**config.mk**
```make
export PLATFORM = sky130hd
export DESIGN_NAME = cvxif_copro_router
export DESIGN_NICKNAME = d
export VERILOG_FILES = /design/src/rtl/cvxif_copro_router.sv
export SDC_FILE = /design/constraint.sdc
export NUM_CORES = 1
export LEC_CHECK = 0
export ABC_AREA = 1
export CAP_MARGIN = 25
export CORE_MARGIN = 2
export CORE_UTILIZATION = 46
export DETAILED_ROUTE_END_ITERATION = 12
export PLACE_DENSITY = 0.87
export SLEW_MARGIN = 20
export SYNTH_ARGS = -nofsm -noshare
export SYNTH_HDL_FRONTEND = slang
export SYNTH_SLANG_ARGS = --single-unit
```
**constraint.sdc**
```tcl
create_clock -name clk_i -period 2.6 [get_ports clk_i]
set_clock_uncertainty 0.15 [all_clocks]
set_input_delay 0.52 -clock clk_i [delete_from_list [all_inputs] [get_ports clk_i]]
set_output_delay 0.52 -clock clk_i [all_outputs]
set_load 0.01 [all_outputs]
```
**src/rtl/cvxif_copro_router.sv**
```systemverilog
// CV-X-IF router: broadcasts CPU issues to NR_COPRO coprocessors, tracks ID ownership,
// routes commits to the owner and round-robin merges results. Optional accept counters: CVXIF_ROUTER_PERF_EN.
module cvxif_copro_router #(
    parameter int unsigned NR_COPRO = 2,
    parameter int unsigned ID_W     = 4,
    parameter int unsigned XLEN     = 32
) (
    input  logic                     clk_i,
    input  logic                     rst_ni,
    input  logic                     issue_valid_i,
    output logic                     issue_ready_o,
    input  logic [ID_W-1:0]          issue_id_i,
    output logic                     issue_accept_o,
    output logic                     issue_writeback_o,
    input  logic                     commit_valid_i,
    input  logic [ID_W-1:0]          commit_id_i,
    input  logic                     commit_kill_i,
    output logic                     result_valid_o,
    input  logic                     result_ready_i,
    output logic [ID_W-1:0]          result_id_o,
    output logic [XLEN-1:0]          result_data_o,
    output logic [4:0]               result_rd_o,
    output logic                     result_we_o,
    output logic [NR_COPRO-1:0]      cp_issue_valid_o,
    input  logic [NR_COPRO-1:0]      cp_issue_ready_i,
    input  logic [NR_COPRO-1:0]      cp_issue_accept_i,
    input  logic [NR_COPRO-1:0]      cp_issue_writeback_i,
    output logic [NR_COPRO-1:0]      cp_commit_valid_o,
    output logic [ID_W-1:0]          cp_commit_id_o,
    output logic                     cp_commit_kill_o,
    input  logic [NR_COPRO-1:0]      cp_result_valid_i,
    output logic [NR_COPRO-1:0]      cp_result_ready_o,
    input  logic [NR_COPRO*ID_W-1:0] cp_result_id_i,
    input  logic [NR_COPRO*XLEN-1:0] cp_result_data_i,
    input  logic [NR_COPRO*5-1:0]    cp_result_rd_i,
    input  logic [NR_COPRO-1:0]      cp_result_we_i,
    output logic                     err_multi_accept_o,
    output logic [NR_COPRO*16-1:0]   perf_cnt_o
);

    localparam int unsigned DEPTH = 2**ID_W;
    localparam int unsigned IDX_W = (NR_COPRO > 1) ? $clog2(NR_COPRO) : 1;
    localparam int unsigned CNT_W = 4;

    logic [DEPTH-1:0] busy;
    logic [DEPTH-1:0] wb;
    logic [IDX_W-1:0] owner [DEPTH];
    logic [IDX_W-1:0] rr_ptr;

    logic             issue_free_c;
    logic             issue_hs_c;
    logic [CNT_W-1:0] acc_cnt_c;
    logic [IDX_W-1:0] acc_idx_c;
    logic             single_c;
    logic             multi_c;
    logic             commit_hit_c;
    logic             commit_clr_c;
    logic [IDX_W-1:0] grant_c;
    logic             grant_vld_c;
    logic             cp_load_c;
    logic             cpu_hs_c;

    // Issue side: broadcast and accept decode
    always_comb begin
        acc_cnt_c = '0;
        acc_idx_c = '0;
        for (int unsigned k = 0; k < NR_COPRO; k++) begin
            if (cp_issue_accept_i[k]) begin
                acc_cnt_c = acc_cnt_c + CNT_W'(1);
                acc_idx_c = IDX_W'(k);
            end
        end
    end

    assign single_c          = (acc_cnt_c == CNT_W'(1));
    assign multi_c           = (acc_cnt_c > CNT_W'(1));
    assign issue_free_c      = ~busy[issue_id_i];
    assign issue_ready_o     = issue_free_c & (&cp_issue_ready_i);
    assign cp_issue_valid_o  = {NR_COPRO{issue_valid_i & issue_free_c}};
    assign issue_accept_o    = single_c;
    assign issue_writeback_o = single_c & cp_issue_writeback_i[acc_idx_c];
    assign issue_hs_c        = issue_valid_i & issue_ready_o;

    // Commit routing to the recorded owner only
    assign commit_hit_c      = commit_valid_i & busy[commit_id_i];
    assign cp_commit_valid_o = commit_hit_c ? (NR_COPRO'(1) << owner[commit_id_i]) : '0;
    assign cp_commit_id_o    = commit_id_i;
    assign cp_commit_kill_o  = commit_kill_i;
    assign commit_clr_c      = commit_hit_c & (commit_kill_i | ~wb[commit_id_i]);

    // Round-robin search starting at rr_ptr
    always_comb begin
        grant_c     = '0;
        grant_vld_c = 1'b0;
        for (int unsigned i = 0; i < NR_COPRO; i++) begin
            int unsigned idx;
            idx = (32'(rr_ptr) + i) % NR_COPRO;
            if (!grant_vld_c && cp_result_valid_i[idx]) begin
                grant_vld_c = 1'b1;
                grant_c     = IDX_W'(idx);
            end
        end
    end

    assign cp_load_c         = grant_vld_c & (~result_valid_o | result_ready_i);
    assign cp_result_ready_o = cp_load_c ? (NR_COPRO'(1) << grant_c) : '0;
    assign cpu_hs_c          = result_valid_o & result_ready_i;

    // One-entry result output register and arbitration pointer
    always_ff @(posedge clk_i or negedge rst_ni) begin
        if (!rst_ni) begin
            result_valid_o <= 1'b0;
            result_id_o    <= '0;
            result_data_o  <= '0;
            result_rd_o    <= '0;
            result_we_o    <= 1'b0;
            rr_ptr         <= '0;
        end else if (cp_load_c) begin
            result_valid_o <= 1'b1;
            result_id_o    <= cp_result_id_i[32'(grant_c)*ID_W +: ID_W];
            result_data_o  <= cp_result_data_i[32'(grant_c)*XLEN +: XLEN];
            result_rd_o    <= cp_result_rd_i[32'(grant_c)*5 +: 5];
            result_we_o    <= cp_result_we_i[grant_c];
            rr_ptr         <= (grant_c == IDX_W'(NR_COPRO-1)) ? '0 : grant_c + IDX_W'(1);
        end else if (result_ready_i) begin
            result_valid_o <= 1'b0;
        end
    end

    // Ownership table; the issue set is last so it wins over same-ID clears
    always_ff @(posedge clk_i or negedge rst_ni) begin
        if (!rst_ni) begin
            busy               <= '0;
            wb                 <= '0;
            err_multi_accept_o <= 1'b0;
            for (int unsigned i = 0; i < DEPTH; i++) begin
                owner[i] <= '0;
            end
        end else begin
            if (commit_clr_c) begin
                busy[commit_id_i] <= 1'b0;
            end
            if (cpu_hs_c) begin
                busy[result_id_o] <= 1'b0;
            end
            if (issue_hs_c && single_c) begin
                busy[issue_id_i]  <= 1'b1;
                owner[issue_id_i] <= acc_idx_c;
                wb[issue_id_i]    <= cp_issue_writeback_i[acc_idx_c];
            end
            if (issue_hs_c && multi_c) begin
                err_multi_accept_o <= 1'b1;
            end
        end
    end

`ifdef CVXIF_ROUTER_PERF_EN
    logic [15:0] perf_q [NR_COPRO];

    // Saturating per-coprocessor accept counters
    always_ff @(posedge clk_i or negedge rst_ni) begin
        if (!rst_ni) begin
            for (int unsigned k = 0; k < NR_COPRO; k++) begin
                perf_q[k] <= '0;
            end
        end else begin
            for (int unsigned k = 0; k < NR_COPRO; k++) begin
                if (issue_hs_c && single_c && (acc_idx_c == IDX_W'(k)) && (perf_q[k] != 16'hFFFF)) begin
                    perf_q[k] <= perf_q[k] + 16'd1;
                end
            end
        end
    end

    always_comb begin
        perf_cnt_o = '0;
        for (int unsigned k = 0; k < NR_COPRO; k++) begin
            perf_cnt_o[k*16 +: 16] = perf_q[k];
        end
    end
`else
    assign perf_cnt_o = '0;
`endif

endmodule
```
==> reports/results.tsv <==
stage	metric	value	unit
status	outcome	finished with violations	
status	violations	negative hold slack	
clock_network	cts.path.max_buffers	2	
worst_setup_path	cp-end-kind	primary output	
worst_setup_path	crit_chain	clkdlybuf4s50_1 -> nand2_1 -> nand2_1 -> nor2_2 -> clkdlybuf4s50_1	
finish	design_area	0.00783	mm^2
worst_setup_path	critical-path-top-delay-family	buffers and inverters	
power	seqPwrFrac	0.404	
placement	dp_cells	1123	
worst_setup_path	path_buf_inv	2	
worst_setup_path	critPathKind	primary input to primary output	
power	power	4.65	mW
global_route	grt_max_degree	49	
yosys	async_reset_ff_frac	1.00	
sta	timing.final.crit_period	2440	ps
worst_setup_path	cp_max_fo	2	
floorplanning	die_height	115	um
run	cap_violations	0	
yosys	ys_types	30	
sta	finalCritPeriodShare	0.938	
yosys	synth.most_common_cell	nand2_1	
yosys	synth_top_cells_by_count	nand2_1 (288), nand3_1 (95), dfrtp_1 (93), inv_1 (91), nor2_1 (68)	
yosys	yosys_register_bits	93	
clock_network	path_clk_slew	70	ps
clock_network	cts_root_buffer	clkbuf_16	
sta	setup_viol	0	
finish	fillers	977	
route	antenna_left	0	
yosys	synth_edf_count	0	
finish	n_antenna_cell	0	
yosys	yosys.area.top_type	dfrtp_1	
worst_setup_path	r2r_start	busy[4]$_DFF_PN0_	
worst_setup_path	crit_arrival	1770	ps
floorplanning	pin_count	196	
placement	place_congestion	0.975	
global_route	grt.total_usage	0.263	
worst_setup_path	cp_slowest_stage_delay	550	ps
global_route	grt_overflow	0	
clock_network	numCtsBuffers	9	
floorplanning	die_area	0.0131	mm^2
route	drc	0	
worst_setup_path	required	1930	ps
sta	fmax	0.410	GHz
route	drtPass1Iterations	5	
sta	finalSetupTns	0	ps
clock_network	htree_levels	3	
route	routed_wl	17100	um
yosys	synth_warnings	0	
sta	hold_violations	11	
worst_setup_path	rrSetupSlack	630	ps
floorplanning	die_w	115	um
placement	io_buffers	163	
placement	place_ws	-678	ps
yosys	avgSynthCellArea	7.02	um^2
global_route	grt_pass1_vias	5533	
power	clkPwrFrac	0.295	
sta	worst_pin_slew	607	ps
sta	finalHoldWorstSlack	-9.20	ps
yosys	seq_area_frac_synth	0.413	
route	vias	5721	
global_route	antenna_found_initial	0	
power	netSwitchingFraction	0.318	
sta	timing.final.max_slew_violations	0	
finish	layout.nets	1094	
power	power.density	594	mW/mm^2
sta	rsz0062_at_grt	false	
yosys	ys_top_cells_by_area	dfrtp_1 (41%), nand2_1 (19%), nand3_1 (8.4%)	
yosys	syn_area	0.00563	mm^2
worst_setup_path	cp_slowest_cell	clkdlybuf4s50_1	
yosys	synthCells	802	
route	drtIter0Drc	415	
finish	stdcell_count	1139	
route	via_per_inst	5.02	
power	combPwrFrac	0.301	
hold_path	hold_path.class	primary input to asynchronous set/reset pin	
floorplanning	fp.coreArea	0.0120	mm^2
clock_network	post-cts-setup-buffers	0	
worst_setup_path	reg2reg_to	owner[15]$_DFFE_PN0P_	
finish	syn_to_final_growth	39.0	%
floorplanning	row_count	40	
power	ir_drop	0.000361	V
worst_setup_path	r2r_cells	12	
route	post_drt_wl_per_cell	15.0	um
worst_setup_path	startpoint_type	primary input	
global_route	grt_pass1_wl	27100	um
clock_network	cts.sink_count	93	
sta	relSlewSlack	0.595	
floorplanning	initial_core_util	0.471	
finish	final_core_util	0.654	
finish	drive_above_1_share	0.0998	
clock_network	cts_tree	done	
power	p_int	3.17	mW
sta	setup_ws	160	ps
power	power.leakage	3.85	nW
yosys	yosys_most_used_dff	dfrtp_1	
power	p_switching	1.48	mW
placement	placed_cell_area	0.00751	mm^2
placement	hpwlAfterDp	12800	um
yosys	netlist.area_leader.share	0.413	
clock_network	clkLatencyLatePin	350	ps
==> worst reg2reg max path: cells and delay by family (launching register included) <==
kind	cells	cell delay (ps)
and+or+nand+nor	11	1100
DFF	1	440
buffers and inverters	1	230
==> cells in the final DEF (no fill, tap or decap), drive strengths merged, types with 13 or more instances in the layout <==
cell / instances
clkdlybuf4s50: 149
nor2: 74
clkbuf: 13
nand2: 292
conb: 32
buf: 53
dfrtp: 93
o21bai: 33
nand3: 95
inv: 96
==> flip-flops by register name, indices dropped and copies added, names as in the netlist <==
name and cells:
owner 16, rr_ptr 1, result_we_o 1, wb 16, result_valid_o 1, result_id_o 4
result_data_o 32, err_multi_accept_o 1, busy 16, result_rd_o 5
==> repair_timing <==
item / 4_1_cts / 5_1_grt
setup endpoints to repair: 7 / 6
hold buffers: 0 / 0
pin swaps: 1 / 1
gates resized for setup: 31 / 9
==> metal layers <==
layer / track usage / routed length (um) / up-vias
met1: 0.325 / 6790 / 2609
li1: - / - / 2795
met3: 0.0662 / 1470 / 50
met2: 0.443 / 8270 / 267
met5: 0 / 0 / -
met4: 0.104 / 576 / 0
==> final cells by class <==
class / instances / area (um^2) / share of cell area
Multi-Input combinational cell: 575 / 2620 / 0.334
Sequential cell: 93 / 2330 / 0.297
Timing Repair Buffer: 212 / 2030 / 0.259
Inverter: 96 / 360 / 0.0460
Clock buffer: 11 / 253 / 0.0323
Tap cell: 147 / 184 / 0.0235
Clock inverter: 5 / 58.8 / 0.00751
==> kinds of logic (layout without fill, tap and decap cells) <==
group           count (synthesis)  in the layout  share of synthesized area
fa+ha+maj                       1              1                    0.00222
buf+inv                       165            324                      0.149
other cells                     1             32                   0.000666
simple gates                  469            469                      0.345
compound gates                 73             73                     0.0902
flops                          93             93                      0.413
==> power by group through the flow <==
stage                     Combinational, mW  Sequential [mW]  Clock [mW]
after floorplan                       0.694             1.89           0
after global placement                 1.36             1.89           0
after detailed placement               1.39             1.89           0
after CTS                              1.39             1.87        1.38
after global routing                   1.55             1.90        1.45
final                                  1.40             1.88        1.37
==> worst max-delay path by stage <==
stage          depth (start not counted)                 start              endpoint  slack [ps]
6_report                               5  cp_result_valid_i[0]  cp_result_ready_o[1]         160
3_5_place_dp                          10        commit_id_i[1]  cp_commit_valid_o[1]        -680
4_1_cts                                4  cp_issue_accept_i[1]        issue_accept_o           7
5_1_grt                               10        commit_id_i[1]  cp_commit_valid_o[1]          50
3_3_place_gp                          10        commit_id_i[1]  cp_commit_valid_o[1]        -610
2_1_floorplan                         13        commit_id_i[0]  cp_commit_valid_o[0]         210
Power figures use the tool's default switching activity.
